===== config.mk =====
export PLATFORM = sky130hd
export DESIGN_NAME = twos_complement
export DESIGN_NICKNAME = d
export VERILOG_FILES = /design/src/rtl/twos_complement.sv
export SDC_FILE = /design/constraint.sdc
export NUM_CORES = 1
export LEC_CHECK = 0
export CORE_AREA = 8 8 45 47
export DETAILED_ROUTE_END_ITERATION = 8
export DIE_AREA = 0 0 53 55
export GPL_ROUTABILITY_DRIVEN = 1
export PLACE_DENSITY = 0.54
export SYNTH_ARGS = -nofsm -noshare
export SYNTH_HDL_FRONTEND = slang
export SYNTH_SLANG_ARGS = --single-unit

===== constraint.sdc =====
create_clock -name clk -period 1.65 [get_ports clk]
set_input_delay 0.33 -clock clk [delete_from_list [all_inputs] [get_ports clk]]
set_output_delay 0.33 -clock clk [all_outputs]
set_load 0.005 [all_outputs]

===== src/rtl/twos_complement.sv =====
// Registered two's-complement negator with optional one's-complement mode and status flags.
// Define TWOS_COMPLEMENT_SAT_EN to saturate the most-negative operand to the largest positive value.
module twos_complement #(
  parameter int unsigned WIDTH = 4
) (
  input  logic             clk,
  input  logic             rst,
  input  logic [WIDTH-1:0] inp,
  input  logic             in_valid,
  input  logic             ones_mode,
  output logic [WIDTH-1:0] out,
  output logic             out_valid,
  output logic             ovf,
  output logic             zero
);

  localparam logic [WIDTH-1:0] MOST_NEG = WIDTH'(1) << (WIDTH - 1);
  localparam logic [WIDTH-1:0] MAX_POS  = ~MOST_NEG;

  logic [WIDTH-1:0] raw_c;
  logic [WIDTH-1:0] res_c;
  logic             ovf_c;
  logic             zero_c;

  // Negate or invert, flag the one operand whose negation is not representable.
  always_comb begin
    raw_c  = ~inp + WIDTH'(1);
    ovf_c  = 1'b0;
    if (ones_mode) begin
      raw_c = ~inp;
    end else begin
      ovf_c = (inp == MOST_NEG);
    end
    res_c = raw_c;
`ifdef TWOS_COMPLEMENT_SAT_EN
    if (ovf_c) begin
      res_c = MAX_POS;
    end
`endif
    zero_c = (res_c == '0);
  end

  // Single output stage; result and flags hold while no operand is accepted.
  always_ff @(posedge clk) begin
    if (rst) begin
      out       <= '0;
      out_valid <= 1'b0;
      ovf       <= 1'b0;
      zero      <= 1'b0;
    end else begin
      out_valid <= in_valid;
      if (in_valid) begin
        out  <= res_c;
        ovf  <= ovf_c;
        zero <= zero_c;
      end
    end
  end

endmodule


==> results.md <==
- Max_cap viols: 0
- Cts hold-fix bufs: 0
- First-pass GRT wire length: 1.26 mm
- Final WL: 778 um
- Arrival @ worst endpoint: 1.63 ns
- DR WL met3: 89 um
- Vias in the first global route: 317
- Worst-case clock buffer depth: 2
- Max layer used: met4
- Clock skew: 0 ns
- Clock tree sinks: 7
- Lkg Pwr: 0.240 nW
- Final setup viols: 0
- Clock transition at path regs: 0.05 ns
- Die Area: 2920 um^2
- Syn_area_per_cell: 9.94 um^2
- First drt pass iteration count: 2
- Main combinational cell family by area after synthesis: simple AND/OR/NAND/NOR gates
- Pwr/cell area: 753 nW/um^2
- # port buffers: 14
- Detailed-route DRC error count: 0
- Slew Limit Headroom: 75.0%
- Routed met2 length: 334 um
- Clk Latency, worst-skew pair: 0.25 ns
- Setup repair bufs after CTS: 0
- Min-delay worst type: reg2reg
- Placer Congestion: 0.682
- Avg Vias per Cell: 4.23
- Critical Path End Type: flip-flop
- I/O pin count: 15
- CTS tree: done
- Post-route ant nets: 0
- Design Power: 0.000430 W
- Via count: 313
- Area Growth Syn to Fin: 64.4%
- DR iter-0 viols: 2
- Compound-Gate Fraction of Synth Area: 8.27%
- Largest net degree at the start of global routing: 10
- Post-Synth Simple-Gate Area: 22.3%
- Root Driver: clkbuf_4
- Adder-Cell Fraction of Synth Area: 3.60%
- Final Cycle Share: 90.0%
- Xor/xnor share of the synthesized area: 7.55%
- RSZ-0062 raised after global routing: false
- Least-Margin Pin Slew: 0.373 ns
- Register bit total from synthesis: 7
- # fillers: 148
- Slew Limit Fails: 0
- CP startpoint kind: input port
- Net Count, Synth: 44
- H-tree depth: 1
- GRT overflow: 0
- Site Rows: 14
- Sequential fraction of the synthesis area: 40.3%
- Crit-path max FO: 3
- Worst endpoint required time: 1.80 ns
- Die Wd: 53 um
- Final hold viol count: 0
- Mux cell area share after synthesis: 11.5%
- Final core occ: 41.3%
- Net count reported at finish: 68
- Post-CTS Resized: 0
- Initial core utilization: 25.1%
- Crit path kind: in2reg
- Fmax: 673 MHz
- Initial antenna violation count: 0
- Post-Route M1 WL: 347 um
- Synth Instances: 35
- Fin crit period: 1.48 ns
- Post-Synthesis Cell Area: 348 um^2
- Post-synth cell types: 17
- GRT Util Overall: 5.95%
- Status: completed
- Total CTS buffers: 3
- Die Y: 55 um
- Synthesis Warnings: 0
- Share of layout cells above drive strength 1: 19.0%
- VDD IR-drop max: 0.233 mV
- DR WL/cell: 10.5 um
- Number of diodes: 0
- Core Footprint: 1380 um^2
layout by cell type (no fill, tap or decap), drive strengths merged:
cell	synthesis	layout
nor4	1	1
buf	1	7
a31oi	1	1
nor3b	2	2
xnor2	2	2
nand2b	1	1
clkdlybuf4s50	0	14
clkbuf	1	4
a211oi	2	2
mux2i	4	4
xor2	1	1
nor3	2	2
inv	2	2
nor2	5	5
a21o	1	1
nor2b	1	1
dfxtp	7	7
ha	1	1
cells by family (layout without fill, tap and decap cells):
logic type | count (synthesis) | in the layout
XOR/XNOR | 3 | 3
adder cells (fa/ha/maj) | 1 | 1
AO/OA/AOI/OAI | 4 | 4
multiplexers | 4 | 4
AND/OR/NAND/NOR | 12 | 12
buffers and inverters | 4 | 27
flip-flops | 7 | 7
final timing paths:
| kind | cells past startpoint | startpoint | to | slack, ns |
|---|---|---|---|---|
| worst max-delay path | 7 | inp[0] | zero | 0.17 |
| worst min register to register | 2 | out[1] | out[1] | 0.49 |
| worst max register to register | 2 | zero | zero | 0.97 |
| worst min-delay path | 2 | out[1] | out[1] | 0.49 |
flip-flops by register name (all words and copies together) (netlist names):
name,count
out,4
zero,1
ovf,1
out_valid,1
cell usage after synthesis (all sizes together):
cell / n / area, um^2
ha: 1 / 12.5
a21o: 1 / 7.51
nor2: 5 / 18.8
a31oi: 1 / 6.26
xor2: 1 / 8.76
xnor2: 2 / 17.5
dfxtp: 7 / 140
nand2b: 1 / 6.26
nor3b: 2 / 15.0
mux2i: 4 / 40.0
buf: 1 / 11.3
inv: 2 / 7.51
nor2b: 1 / 6.26
clkbuf: 1 / 3.75
a211oi: 2 / 15.0
nor4: 1 / 21.3
nor3: 2 / 10.0
area by class of cell:
cell class	count	area, um^2	area share (%)
timing repair buffer	21	193	33.7
tap	16	20.0	3.50
sequential	7	140	24.5
clock buffer	4	26.3	4.60
inverter	2	7.51	1.31
multi-input combinational	24	185	32.4
power breakdown:
part,internal [W],total [W],switching (W)
Sequential,0.000179,0.000182,0.00000387
Combinational,0.0000578,0.0000926,0.0000348
Clock,0.0000923,0.000155,0.0000631
Total,0.000329,0.000430,0.000102
per-stage QoR:
stage / worst slack, ns / instance area, um^2 / setup TNS [ns] / instances / hold WS, ns
after global routing: 0.0378 / 572 / 0 / 74 / 0.521
final: 0.165 / 572 / 0 / 74 / 0.493
after global placement: -0.104 / 546 / -0.181 / 70 / 0.479
after CTS: 0.152 / 572 / 0 / 74 / 0.495
after detailed placement: -0.119 / 546 / -0.229 / 70 / 0.487
after floorplan: 0.445 / 348 / 0 / 35 / 0.402
per-layer routing:
layer	vias to the layer above	track usage [%]
met4	0	5.17
met2	10	8.79
met3	2	2.94
li1	166	-
met1	135	6.21
met5	-	0
critical path, cell delays in order:
cell and delay [ns]:
clkdlybuf4s50_1 0.50, inv_1 0.05, ha_1 0.19, nand2b_1 0.10, xor2_1 0.20, nor3_1 0.09
a21o_1 0.17
(Power assumes the default switching activity.)
